==> src/rtl/serial_a_paralelo_sync_pkg.sv <==
// Shared PHY symbol table and receive-FSM encodings for the lane deserializer.
// The upstream serializer uses the same symbol values.
package serial_a_paralelo_sync_pkg;

  localparam int unsigned DATA_W   = 8;
  localparam logic [7:0]  COM_SYM  = 8'hBC;
  localparam logic [7:0]  IDLE_SYM = 8'h7C;

  typedef enum logic [1:0] {
    HUNT   = 2'b00,
    SEEK   = 2'b01,
    LOCKED = 2'b10
  } rx_state_t;

  // X on the line makes == evaluate to X, and an X condition takes the else branch,
  // so an unknown bit can never produce a false match.
  function automatic logic sym_match(input logic [7:0] a, input logic [7:0] b);
    return (a == b);
  endfunction

endpackage

==> src/rtl/desplazador_serial.sv <==
// MSB-first 8-bit shift register with a free-running 3-bit bit counter.
// The counter is held at zero while cnt_clr is high.
module desplazador_serial
  import serial_a_paralelo_sync_pkg::*;
(
  input  logic              clk32f,
  input  logic              reset,
  input  logic              serial_in,
  input  logic              cnt_clr,
  output logic [DATA_W-1:0] nxt,
  output logic [2:0]        bit_cnt
);

  logic [DATA_W-1:0] shreg;

  assign nxt = {shreg[DATA_W-2:0], serial_in};

  always_ff @(posedge clk32f) begin
    if (reset) begin
      shreg   <= '0;
      bit_cnt <= '0;
    end else begin
      shreg <= nxt;
      if (cnt_clr) bit_cnt <= '0;
      else         bit_cnt <= bit_cnt + 3'd1;
    end
  end

endmodule

==> src/rtl/serial_a_paralelo_sync.sv <==
// Lane deserializer: hunts for COM alignment, locks after COM_LOCK aligned COMs,
// then emits one byte every 8 bit clocks with valid and idle strobes.
module serial_a_paralelo_sync
  import serial_a_paralelo_sync_pkg::*;
#(
  parameter logic [7:0] COM      = COM_SYM,
  parameter logic [7:0] IDLE     = IDLE_SYM,
  parameter int         COM_LOCK = 4
) (
  input  logic       clk32f,
  input  logic       reset,
  input  logic       serial_in,
  output logic       active,
  output logic [7:0] data_out,
  output logic       valid_out,
  output logic       idle_det
);

  localparam logic [3:0] LOCK_N = 4'(COM_LOCK);

  rx_state_t   state_q, state_d;
  logic [3:0]  com_cnt_q, com_cnt_d;
  logic        active_d, valid_d, idle_d;
  logic [7:0]  data_d;
  logic [7:0]  nxt;
  logic [2:0]  bit_cnt;
  logic        boundary;

  desplazador_serial u_shift (
    .clk32f    (clk32f),
    .reset     (reset),
    .serial_in (serial_in),
    .cnt_clr   (state_q == HUNT),
    .nxt       (nxt),
    .bit_cnt   (bit_cnt)
  );

  assign boundary = (bit_cnt == 3'd7);

  always_comb begin
    state_d   = state_q;
    com_cnt_d = com_cnt_q;
    active_d  = active;
    data_d    = data_out;
    valid_d   = 1'b0;
    idle_d    = 1'b0;
    case (state_q)
      HUNT: begin
        if (sym_match(nxt, COM)) begin
          com_cnt_d = 4'd1;
          if (LOCK_N == 4'd1) begin
            state_d  = LOCKED;
            active_d = 1'b1;
            data_d   = nxt;
            valid_d  = 1'b1;
          end else begin
            state_d = SEEK;
          end
        end
      end
      SEEK: begin
        if (boundary) begin
          if (sym_match(nxt, COM)) begin
            if (com_cnt_q + 4'd1 >= LOCK_N) begin
              com_cnt_d = LOCK_N;
              state_d   = LOCKED;
              active_d  = 1'b1;
              data_d    = nxt;
              valid_d   = 1'b1;
            end else begin
              com_cnt_d = com_cnt_q + 4'd1;
            end
          end else begin
            // Bits already shifted in are kept; hunting continues from them next edge.
            state_d   = HUNT;
            com_cnt_d = 4'd0;
          end
        end
      end
      LOCKED: begin
        if (boundary) begin
          data_d  = nxt;
          valid_d = 1'b1;
          idle_d  = sym_match(nxt, IDLE);
        end
      end
      default: state_d = HUNT;
    endcase
  end

  always_ff @(posedge clk32f) begin
    if (reset) begin
      state_q   <= HUNT;
      com_cnt_q <= 4'd0;
      active    <= 1'b0;
      data_out  <= 8'h00;
      valid_out <= 1'b0;
      idle_det  <= 1'b0;
    end else begin
      state_q   <= state_d;
      com_cnt_q <= com_cnt_d;
      active    <= active_d;
      data_out  <= data_d;
      valid_out <= valid_d;
      idle_det  <= idle_d;
    end
  end

endmodule

==> config.mk <==
export PLATFORM = sky130hd
export DESIGN_NAME = serial_a_paralelo_sync
export DESIGN_NICKNAME = d
export VERILOG_FILES = /design/src/rtl/serial_a_paralelo_sync_pkg.sv /design/src/rtl/desplazador_serial.sv /design/src/rtl/serial_a_paralelo_sync.sv
export SDC_FILE = /design/constraint.sdc
export NUM_CORES = 1
export LEC_CHECK = 0
export ABC_AREA = 1
export CAP_MARGIN = 5
export CORE_MARGIN = 2
export CORE_UTILIZATION = 25
export CTS_CLUSTER_DIAMETER = 80
export DETAILED_ROUTE_END_ITERATION = 6
export HOLD_SLACK_MARGIN = 0.15
export PLACE_DENSITY = 0.43
export SYNTH_ARGS = -nofsm -noshare
export SYNTH_HDL_FRONTEND = slang
export SYNTH_HIERARCHICAL = 1
export SYNTH_SLANG_ARGS = --single-unit
==> constraint.sdc <==
create_clock -name clk32f -period 4.25 [get_ports clk32f]
set_input_delay 0.85 -clock clk32f [delete_from_list [all_inputs] [get_ports clk32f]]
set_output_delay 0.85 -clock clk32f [all_outputs]
set_load 0.005 [all_outputs]
**Word-level counts from Yosys, hierarchy flattened**

Index checks and enable logic that the tools add are counted.

- Flip-flop bits (word level): 27
- Input port bits: 3
- Output and inout bits: 11
- Logic and storage cells: 53

- $add $sub $neg: 2
- $lt $le $gt $ge: 1
- Equal/unequal tests: 11
- Mux-type cells: 20
- Bitwise gates (word level): 2
- Reduce and logical (&&, ||, !) cells: 9

Operators by type and width:

| kind | number |
|---|---|
| $mux 8 | 4 |
| $mux 4 | 4 |
| $pmux 8 s2 | 1 |
| $ne 2x2->1 const B | 5 |
| $eq 8x7->1 const B | 1 |
| $eq 8x8->1 const B | 1 |
| $mux 2 | 4 |
| $pmux 4 s2 | 1 |
| $reduce_and 4->1 | 2 |
| $pmux 2 s3 | 1 |
| $reduce_and 5->1 | 1 |
| $add 4x1->4 const B | 1 |
| $ge 4x3->1 const B | 1 |
| $mux 1 | 4 |
| $reduce_bool 2->1 | 2 |
| $add 3x1->3 const B | 1 |
| $eq 3x3->1 const B | 1 |
| $ne 3x3->1 const B | 1 |
| $reduce_and 3->1 | 1 |
| $reduce_or 3->1 | 1 |
| $eq 2x1->1 const B | 1 |
| $eq 2x2->1 const B | 1 |
| $logic_not 2->1 | 1 |
| $not 1->1 | 2 |
| 2 further kinds | 2 |

**Logic depth before layout (Yosys ltp)**

Gate-level depths: netlist (run 1).

- Word-level depth: 6
- Mapped depth: 11
- Depth with buffers taken out: 11

**Cells and area by module**

The synthesis (run 1) kept the hierarchy.

By module, submodules not included:

| module | times used | cells each | area each (µm²) | seq. area each (µm²) |
|---|---|---|---|---|
| serial_a_paralelo_sync | 1 | 150 | 992.2 | 340.3 |
| desplazador_serial | 1 | 36 | 325.3 | 200.2 |

**Worst setup path after synthesis (run 1)**

OpenSTA, ideal clock, no wires.

- Kind: in2reg
- From: in serial_in
- To: reg data_out[0]
- Library setup time: 0.064 ns
- Arrival: 1.807 ns
- Data required time: 4.186 ns
- Setup slack: 2.379 ns
- Cell stages on the path: 10
- Path buffers: 1
- Cell sequence: buf_4 inv_1 nand2_1 nor2_4 nand2_2 o21ai_4 nand3_4 nand2_1 inv_1 nor2_1

- Word-level cells in the longest chain between the ends: 4
- Elaborated cells between the ends (all ways): 8
- Those cells by class: eq/ne (2); mux (5); reduce/logical (1)

Ends and longest elaborated chain:

| item | RTL line | RTL |
|---|---|---|
| start: declaration | serial_a_paralelo_sync.sv:12 | `input logic serial_in,` |
| branches (longest 4 deep; another with $eq 8x8->1) | n/a |  |
| end signal: assignment | serial_a_paralelo_sync.sv:103 | `data_out <= data_d;` |
| end: declaration | serial_a_paralelo_sync.sv:14 | `output logic [7:0] data_out,` |

Several ways; the timed one is not identified. The select of a mux whose other input is x is not followed.
A chain may end at the register's enable or synchronous reset.

**Worst setup path after layout (run 1)**

- From: in reset
- To: reg idle_det

- Word-level cells in the longest chain between the ends: 1

Ends and longest elaborated chain:

| item | RTL line | RTL |
|---|---|---|
| start: declaration | serial_a_paralelo_sync.sv:11 | `input logic reset,` |
| $reduce_or 3->1 (no source line) | n/a |  |
| end signal: assignment | serial_a_paralelo_sync.sv:105 | `idle_det <= idle_d;` |
| end: declaration | serial_a_paralelo_sync.sv:16 | `output logic idle_det` |

Every way passes these cells.

==> flow_summary.json, run 1 <==
{
  "result_of_the_run": "finished clean",
  "clock_path_buffers": 2,
  "end_kind": "flop",
  "setup.worst_path.start": "reset",
  "routed_wirelength_mm": 2.55,
  "worst-endpoint-arrival_ns": 2.34,
  "ys_seq_elements": 27,
  "netlist-cell-type-count": 26,
  "area_of_the_multi_input_gates_um2": 577,
  "remaining_global_route_overflow": 0,
  "floorplan.die.height_um": 76.6,
  "setup.reg_to_reg.worst_slack_ns": 2.60,
  "power_frac_comb_pct": 43.5,
  "placeable_area_mm2": 0.00511,
  "cts_tree": "done",
  "finalHoldViolCount": 0,
  "flow.area_growth_from_synthesis_pct": 17.9,
  "timing.final.setup_violations": 0,
  "worst_ir_drop_vdd_mv": 0.206,
  "synthDominantAreaCellType": "sky130_fd_sc_hd__dfxtp_1",
  "grt.total_usage_pct": 9.40,
  "antenna_violations_before_repair": 0,
  "instances_no_fill": 269,
  "crit-reg2reg-launch": "com_cnt_q[0]",
  "avgRoutedWirePerCell_um": 9.48,
  "clkSinkCount": 27,
  "largest_delay_share_family_worst_path": "buffers and inverters",
  "cts_setup_buffers": 0,
  "htree_levels": 1,
  "postSynth.topFlopCell": "sky130_fd_sc_hd__dfxtp_1",
  "dp.final_hpwl_mm": 1.99,
  "power.static_leakage_nw": 0.664,
  "timing_worst_slew_pin_value_ns": 0.446,
  "io_buffer_count": 13,
  "clkTransAtPathRegs_ns": 0.10,
  "placement_rows": 26,
  "drtAntennaViolNets": 0,
  "sequential_cell_area_um2": 541,
  "power-per-cell-area_mw_per_mm2": 553,
  "power.share.sequential_pct": 39.1,
  "max_stage_delay_ns": 0.63,
  "via_count_of_the_first_global_routing_pass": 983,
  "worst-setup-path-type": "input port to flop",
  "fill_cells": 600,
  "drv_slew": 0,
  "share_of_synthesized_flip_flops_with_an_asynchronous_set_or_reset_pct": 0,
  "power_frac_clock_pct": 17.4,
  "critical_path.cell_chain": "clkdlybuf4s50_1 > inv_1 > nand3_1 > nor4b_1",
  "synth_most_common_cell": "sky130_fd_sc_hd__inv_1",
  "number_of_enable_flip_flop_cells_after_synthesis": 0,
  "root_buffer_cell": "sky130_fd_sc_hd__clkbuf_8",
  "antenna-diode-count": 0,
  "die_area_mm2": 0.00587,
  "worstSetupPathDepth": 4,
  "timing.critical_path.fanout_max": 15,
  "num_io_pins": 14,
  "place_congestion": 0.743,
  "timing.reg2reg.worst_path_depth": 8,
  "synthesis.instances": 186,
  "postLayoutCoreUtil_pct": 30.4,
  "cts_inserted_buffers": 3,
  "clk-insertion-delay-late_ns": 0.27,
  "max_freq_mhz": 465,
  "postCtsHoldBufs": 0,
  "yosysTopAreaCellShare_pct": 41.0,
  "fin_nets": 208,
  "grt_setup_unrepaired": "no",
  "power.net_switching_mw": 0.335,
  "ys_seq_area_share_pct": 41.0,
  "critical_r2r_capture": "state_q[1]",
  "drive_gt1_share_pct": 8.04,
  "fin_tns_setup_ns": 0,
  "swShare_pct": 39.0,
  "final.setup_skew_ns": 0.00229,
  "worst_setup_path_start_kind": "input port",
  "timing.final.crit_period_ns": 2.15,
  "critPathCapture": "idle_det",
  "timing.final.crit_share_pct": 50.6,
  "vias": 1039,
  "hold_path.class": "flop to flop",
  "cts-resized-gates": 0,
  "critical_path_buf_inv_count": 2,
  "synth_area_mm2": 0.00132,
  "cell_internal_pwr_mw": 0.524,
  "drt_pre_antenna_iters": 4,
  "floorplan.initialDensity_pct": 25.8,
  "synth_warnings": 6,
  "grt_max_degree": 16,
  "drt-initial-drc-count": 34,
  "mappedNetlistNets": 194,
  "critical_path.slowest_cell": "sky130_fd_sc_hd__clkdlybuf4s50_1",
  "detail_route.drc_violations": 0,
  "fp.dieW_um": 76.6,
  "syn_area_per_cell_um2": 7.08,
  "drt-vias-per-instance": 3.86,
  "required_ns": 4.44,
  "wire_length_of_the_first_global_routing_pass_mm": 4.49,
  "ys_top_cells_by_area": "sky130_fd_sc_hd__dfxtp_1 (41%), sky130_fd_sc_hd__inv_1 (13%), sky130_fd_sc_hd__nand2_1 (11%)",
  "netlist_top_cells_count": "sky130_fd_sc_hd__inv_1 (45), sky130_fd_sc_hd__nand2_1 (39), sky130_fd_sc_hd__dfxtp_1 (27), sky130_fd_sc_hd__nor2_1 (27), sky130_fd_sc_hd__nand4_1 (9)",
  "max_cap_violation_count": 0,
  "placed_cells_incl_taps": 265,
  "timing.max_slew.rel_slack_pct": 70.2
}
## state kept, by name, summed over array words and instances, names as in the netlist
signal and flops:
u_shift/bit_cnt 3, state_q 2, com_cnt_q 4, u_shift/shreg 7, valid_out 1, idle_det 1
data_out 8, active 1
## tightest hold or removal path: cells and delay by family, from the launching register on
family,cells,cell delay [ns]
simple gates,1,0.03
flops,1,0.32
buf+inv,1,0.05
## power groups by stage
| stage | combinational, mW | sequential (mW) | clock, mW |
|---|---|---|---|
| final | 0.373 | 0.336 | 0.150 |
| after global routing | 0.432 | 0.344 | 0.167 |
| after CTS | 0.378 | 0.337 | 0.158 |
| after detailed placement | 0.375 | 0.342 | 0 |
| after global placement | 0.378 | 0.343 | 0 |
| after floorplan | 0.274 | 0.339 | 0 |
## per-layer routing
layer  GRT usage [%]  part of all wire [%]  up-vias
met2            15.0                    45       12
met4            2.18                  0.82        0
met1            12.7                    52      439
li1                -                     -      583
met5               0                     0        -
met3            2.49                   2.9        5
## worst min path at each step
stage / start / endpoint / cells after the start
final: u_shift/shreg[0] / u_shift/shreg[1] / 2
after floorplan: u_shift/shreg[0] / u_shift/shreg[1] / 2
after detailed placement: u_shift/shreg[0] / u_shift/shreg[1] / 2
after CTS: u_shift/shreg[0] / u_shift/shreg[1] / 2
after global placement: u_shift/shreg[0] / u_shift/shreg[1] / 2
after global routing: u_shift/shreg[0] / u_shift/shreg[1] / 2
## placed cells by master, fill, tap and decap left out, types with 3 or more instances in the layout
master,count
sky130_fd_sc_hd__nand3_1,7
sky130_fd_sc_hd__nand2_1,39
sky130_fd_sc_hd__clkdlybuf4s50_1,13
sky130_fd_sc_hd__a21oi_1,3
sky130_fd_sc_hd__ha_1,5
sky130_fd_sc_hd__clkbuf_8,3
sky130_fd_sc_hd__dfxtp_1,27
sky130_fd_sc_hd__nand4_1,9
sky130_fd_sc_hd__o21ai_1,3
sky130_fd_sc_hd__nor3_1,3
sky130_fd_sc_hd__inv_1,45
sky130_fd_sc_hd__nor2_1,27
## through the flow
step	setup WS, ns	instance area, um2	hold WS [ns]	total power, mW
6_report	2.10	1550	0.432	0.859
5_1_grt	1.94	1550	0.463	0.943
4_1_cts	2.07	1550	0.438	0.872
3_5_place_dp	1.75	1510	0.421	0.717
3_3_place_gp	1.85	1510	0.433	0.721
2_1_floorplan	2.38	1320	0.403	0.614
## cell type report
class	instances	share of cell area (%)
Multi-Input combinational cell	109	37.1
Sequential cell	27	34.8
Inverter	46	11.1
Timing Repair Buffer	13	8.37
Tap cell	70	5.64
Clock buffer	3	2.66
Clock inverter	1	0.322
## cells by family after synthesis
family                   synth area share [%]
flip-flops                               41.0
buffers and inverters                    15.2
AO/OA/AOI/OAI                            4.94
AND/OR/NAND/NOR                          34.1
adder cells (fa/ha/maj)                  4.75
(Power assumes the default switching activity.)
==> run 2, diff against run 1 <==
--- a/config.mk
+++ b/config.mk
@@ -12,7 +12,7 @@
 export CTS_CLUSTER_DIAMETER = 80
 export DETAILED_ROUTE_END_ITERATION = 6
 export HOLD_SLACK_MARGIN = 0.15
-export PLACE_DENSITY = 0.43
+export PLACE_DENSITY = 0.44
 export SYNTH_ARGS = -nofsm -noshare
 export SYNTH_HDL_FRONTEND = slang
 export SYNTH_HIERARCHICAL = 1
==> constraint.sdc (replaced) <==
create_clock -name clk32f -period 1.9 [get_ports clk32f]
set_input_delay 0.38 -clock clk32f [delete_from_list [all_inputs] [get_ports clk32f]]
set_output_delay 0.38 -clock clk32f [all_outputs]
set_load 0.005 [all_outputs]
==> flow_summary.json, run 2 (same netlist as run 1, synthesis figures left out) <==
{
  "worst_hold_slack_ns": 0.429,
  "fin_nets": 212,
  "place_congestion": 0.729,
  "postLayoutCoreUtil_pct": 31.0,
  "clock_path_buffers": 2,
  "grt.total_usage_pct": 8.70,
  "total_power_mw": 1.93,
  "floorplan.initialDensity_pct": 25.8,
  "drt_pre_antenna_iters": 4,
  "finalHoldViolCount": 0,
  "max_cap_violation_count": 0,
  "worst-setup-path-type": "flop to flop",
  "power.static_leakage_nw": 0.682,
  "grt_max_degree": 15,
  "cts_inserted_buffers": 3,
  "final_common_cell": "sky130_fd_sc_hd__inv_1",
  "timing_worst_slew_pin_value_ns": 0.367,
  "drt-initial-drc-count": 31,
  "antenna-diode-count": 0,
  "via_count_of_the_first_global_routing_pass": 930,
  "wire_length_of_the_first_global_routing_pass_mm": 4.17,
  "fill_cells": 582,
  "final.setup_skew_ns": 0.00310,
  "antenna_violations_before_repair": 0,
  "worst_setup_path_start_kind": "flop",
  "registers.top_by_ff_count": "data_out",
  "timing.final.crit_period_ns": 1.60,
  "drive_gt1_share_pct": 9.36,
  "clkTransAtPathRegs_ns": 0.09,
  "stdcell_area_mm2": 0.00158,
  "reg_top3": "data_out x8, u_shift/shreg x7, com_cnt_q x4",
  "fin_tns_setup_ns": 0,
  "grt_setup_unrepaired": "no",
  "timing.max_slew.rel_slack_pct": 75.4,
  "cts_setup_buffers": 0,
  "timing.final.setup_violations": 0,
  "drv_slew": 0,
  "remaining_global_route_overflow": 0,
  "postCtsHoldBufs": 0,
  "sequential_cell_area_um2": 541,
  "post_dp_cell_area_mm2": 0.00154,
  "drtAntennaViolNets": 0,
  "power-per-cell-area_mw_per_mm2": 1220,
  "critical_path.cell_chain": "inv_1 > ha_1 > or2_2 > nand2_4 > nand3_4 > nand2_1 > inv_1 > nor2_1",
  "worst_ir_drop_vdd_mv": 0.576,
  "htree_levels": 1,
  "worst-endpoint-arrival_ns": 1.81,
  "avgRoutedWirePerCell_um": 8.56,
  "num_io_pins": 14,
  "timing.critical_path.fanout_max": 9,
  "routed_wirelength_mm": 2.34,
  "drt-vias-per-instance": 3.78,
  "clk-insertion-delay-late_ns": 0.27,
  "area_of_the_multi_input_gates_um2": 577,
  "root_buffer_cell": "sky130_fd_sc_hd__clkbuf_8",
  "hold_path.class": "flop to flop",
  "detail_route.drc_violations": 0,
  "placement_rows": 26,
  "critical_path_buf_inv_count": 2,
  "timing.final.crit_share_pct": 84.1,
  "cts_tree": "done",
  "cts-resized-gates": 0,
  "max_freq_mhz": 625,
  "largest_delay_share_family_worst_path": "simple AND/OR/NAND/NOR gates",
  "crit_path_frequent_cell": "sky130_fd_sc_hd__inv_1",
  "fp.dieW_um": 76.6,
  "result_of_the_run": "finished clean",
  "largest_register_ff_count": 8,
  "io_buffer_count": 13,
  "clkSinkCount": 27,
  "die_area_mm2": 0.00587,
  "floorplan.die.height_um": 76.6,
  "end_kind": "flop",
  "dp.final_hpwl_mm": 1.84,
  "required_ns": 2.12,
  "layout.cells.most_common_list": "sky130_fd_sc_hd__inv_1 (45), sky130_fd_sc_hd__nand2_1 (39), sky130_fd_sc_hd__nor2_1 (27), sky130_fd_sc_hd__dfxtp_1 (27), sky130_fd_sc_hd__clkdlybuf4s50_1 (13)",
  "max_stage_delay_ns": 0.36,
  "flow.area_growth_from_synthesis_pct": 20.1,
  "placeable_area_mm2": 0.00511,
  "critical_path.slowest_cell": "sky130_fd_sc_hd__dfxtp_1",
  "vias": 1031
}
## run 2: tightest hold or removal path, delay by kind of cell (launching register included)
kind,cells,cell delay [ns]
buffers and inverters,1,0.05
flip-flops,1,0.32
AND/OR/NAND/NOR,1,0.03
## run 2: power by group
group / internal [mW] / total, mW / switching, mW
Sequential: 0.677 / 0.753 / 0.0761
Combinational: 0.367 / 0.847 / 0.480
Clock: 0.150 / 0.330 / 0.179
Total: 1.19 / 1.93 / 0.736
## run 2: final timing paths
check	from	end	slack, ns	cells past startpoint
min	u_shift/shreg[0]	u_shift/shreg[1]	0.43	2
min reg2reg	u_shift/shreg[0]	u_shift/shreg[1]	0.43	2
max	state_q[1]	data_out[5]	0.30	8
max reg2reg	state_q[1]	data_out[5]	0.30	8
## run 2: routing by layer
metal | GRT usage [%] | wire (um)
met1 | 11.0 | 1210
met2 | 14.2 | 1000
met3 | 3.08 | 104
met4 | 2.18 | 25
met5 | 0 | 0
## run 2: area by class of cell
class / instances / area share [%]
clock buffers: 4 / 2.85
inverters: 46 / 10.9
multi-input cells: 109 / 36.4
flip-flops and latches: 27 / 34.2
well taps: 70 / 5.53
repair buffers: 17 / 10.1
## run 2: through the flow
step           worst slack (ns)  instances
2_1_floorplan             0.434        186
3_3_place_gp             0.0232        269
4_1_cts                   0.276        273
3_5_place_dp           -0.00326        269
6_report                  0.301        273
5_1_grt                   0.131        273
==> run 3, diff against run 2 <==
--- a/config.mk
+++ b/config.mk
@@ -12,7 +12,7 @@
 export CTS_CLUSTER_DIAMETER = 80
 export DETAILED_ROUTE_END_ITERATION = 6
 export HOLD_SLACK_MARGIN = 0.15
-export PLACE_DENSITY = 0.44
+export PLACE_DENSITY = 0.43
 export SYNTH_ARGS = -nofsm -noshare
 export SYNTH_HDL_FRONTEND = slang
 export SYNTH_HIERARCHICAL = 1
==> constraint.sdc (replaced) <==
create_clock -name clk32f -period 1.55 [get_ports clk32f]
set_input_delay 0.31 -clock clk32f [delete_from_list [all_inputs] [get_ports clk32f]]
set_output_delay 0.31 -clock clk32f [all_outputs]
set_load 0.005 [all_outputs]
==> flow_summary.json, run 3 (same netlist as run 1, synthesis figures left out) <==
{
  "result_of_the_run": "finished clean",
  "timing.reg2reg.worst_path_depth": 9,
  "drt-initial-drc-count": 46,
  "io_buffer_count": 13,
  "grt.total_usage_pct": 9.47,
  "worst_hold_path.num_cells": 3,
  "required_ns": 1.77,
  "final.setup_skew_ns": 0.00599,
  "clkTransAtPathRegs_ns": 0.10,
  "postLayoutCoreUtil_pct": 34.5,
  "remaining_global_route_overflow": 0,
  "num_io_pins": 14,
  "cts_tree": "done",
  "layout.cells.most_common_list": "sky130_fd_sc_hd__inv_1 (42), sky130_fd_sc_hd__nand2_1 (34), sky130_fd_sc_hd__nor2_1 (26)",
  "timing.final.setup_violations": 0,
  "timing.critical_path.fanout_max": 8,
  "root_buffer_cell": "sky130_fd_sc_hd__clkbuf_8",
  "worst_ir_drop_vdd_mv": 0.522,
  "groute.layer.met3.usage_pct": 2.25,
  "post_dp_cell_area_mm2": 0.00160,
  "timing_worst_slew_pin_value_ns": 0.362,
  "fp.dieW_um": 76.6,
  "place_congestion": 0.772,
  "die_area_mm2": 0.00587,
  "worst_setup_path_start_kind": "flop",
  "grt_util_met1_pct": 12.8,
  "timing.final.crit_share_pct": 94.5,
  "timing.final.crit_period_ns": 1.46,
  "total_power_mw": 2.64,
  "placeable_area_mm2": 0.00511,
  "dp.final_hpwl_mm": 2.00,
  "floorplan.die.height_um": 76.6,
  "htree_levels": 1,
  "routed_wirelength_mm": 2.61,
  "placed_cells_incl_taps": 277,
  "power-per-cell-area_mw_per_mm2": 1500,
  "power.static_leakage_nw": 0.791,
  "grt-busiest-layer": "met2",
  "global_routing_usage_on_met2_pct": 14.7,
  "wire_length_of_the_first_global_routing_pass_mm": 4.51,
  "antenna_violations_before_repair": 0,
  "stdcell_area_mm2": 0.00176,
  "max_cap_violation_count": 0,
  "drtAntennaViolNets": 0,
  "drive_gt1_share_pct": 24.7,
  "minimum_setup_slack_after_placement_ns": -0.261,
  "final_critical_path_setup_slack_ns": 0.0853,
  "worst_hold_slack_ns": 0.294,
  "avgRoutedWirePerCell_um": 9.02,
  "antenna-diode-count": 0,
  "finalHoldViolCount": 0,
  "drt_pre_antenna_iters": 4,
  "max_freq_mhz": 683,
  "hold_path.class": "input port to flop",
  "worst-endpoint-arrival_ns": 1.69,
  "end_kind": "flop",
  "clock_path_buffers": 2,
  "postCtsHoldBufs": 0,
  "largest_register_ff_count": 8,
  "setup.reg_to_reg.worst_slack_ns": 0.09,
  "detail_route.drc_violations": 0,
  "via_count_of_the_first_global_routing_pass": 1004,
  "instances_no_fill": 289,
  "vias": 1089,
  "registers.top_by_ff_count": "data_out",
  "floorplan.initialDensity_pct": 25.8,
  "fill_cells": 578,
  "drt-vias-per-instance": 3.77,
  "flow.area_growth_from_synthesis_pct": 33.6,
  "placement_rows": 26,
  "fin_nets": 228,
  "fin_tns_setup_ns": 0,
  "grt_max_degree": 16,
  "clk-insertion-delay-late_ns": 0.27,
  "cts_inserted_buffers": 3,
  "worst-setup-path-type": "flop to flop",
  "timing.max_slew.rel_slack_pct": 75.7,
  "final_common_cell": "sky130_fd_sc_hd__inv_1",
  "drv_slew": 0,
  "clkSinkCount": 27,
  "reg_top3": "data_out x8, u_shift/shreg x7, com_cnt_q x4"
}
[run 3: cell count changes in the layout (fill, tap and decap cells not counted), moves of 3 or more]
cell / change
sky130_fd_sc_hd__inv_2: +3
sky130_fd_sc_hd__ha_1: -3
sky130_fd_sc_hd__dfxtp_2: +4
sky130_fd_sc_hd__buf_4: +16
sky130_fd_sc_hd__inv_1: -3
sky130_fd_sc_hd__nand2_2: +4
sky130_fd_sc_hd__dfxtp_1: -5
sky130_fd_sc_hd__nand2_1: -5
[run 3: critical path, cell delays in order (launching register included)]
cell and delay, ns:
sky130_fd_sc_hd__dfxtp_2 0.34, sky130_fd_sc_hd__inv_1 0.07, sky130_fd_sc_hd__nand2_1 0.06, sky130_fd_sc_hd__nor2_2 0.17
sky130_fd_sc_hd__nand2_4 0.09, sky130_fd_sc_hd__o21ai_4 0.27, sky130_fd_sc_hd__nand3_4 0.18, sky130_fd_sc_hd__nand2_1 0.11
sky130_fd_sc_hd__inv_1 0.05, sky130_fd_sc_hd__nor2_2 0.08
[run 3: final cells by class]
cell class	count	area [um2]	area share, %
Multi-Input combinational cell	109	622	35.3
Sequential cell	27	549	31.2
Timing Repair Buffer	33	283	16.1
Inverter	46	173	9.81
Tap cell	70	87.6	4.98
Clock buffer	3	41.3	2.35
Clock inverter	1	5.00	0.284
[run 3: where the power goes]
group	internal (mW)	total, mW	leakage, nW	switching (mW)
Combinational	0.635	1.30	0.543	0.665
Clock	0.180	0.410	0.0255	0.229
Sequential	0.843	0.933	0.222	0.0903
[run 3: repair_timing]
| item | in CTS | in global routing |
|---|---|---|
| setup buffers | 0 | 8 |
| gates resized for setup | 1 | 22 |
| pin swaps | 0 | 6 |
| endpoints found under the setup margin | 1 | 10 |
[run 3: worst paths after layout]
check                           to              from
hold / removal    u_shift/shreg[0]         serial_in
hold reg to reg   u_shift/shreg[1]  u_shift/shreg[0]
setup reg to reg       data_out[3]  u_shift/shreg[5]
setup / recovery       data_out[3]  u_shift/shreg[5]
[run 3: per-layer routing]
metal,share of wire (%),vias to the layer above
met2,44,9
met4,1.1,0
met5,0,-
li1,-,620
met1,52,456
met3,2.5,4
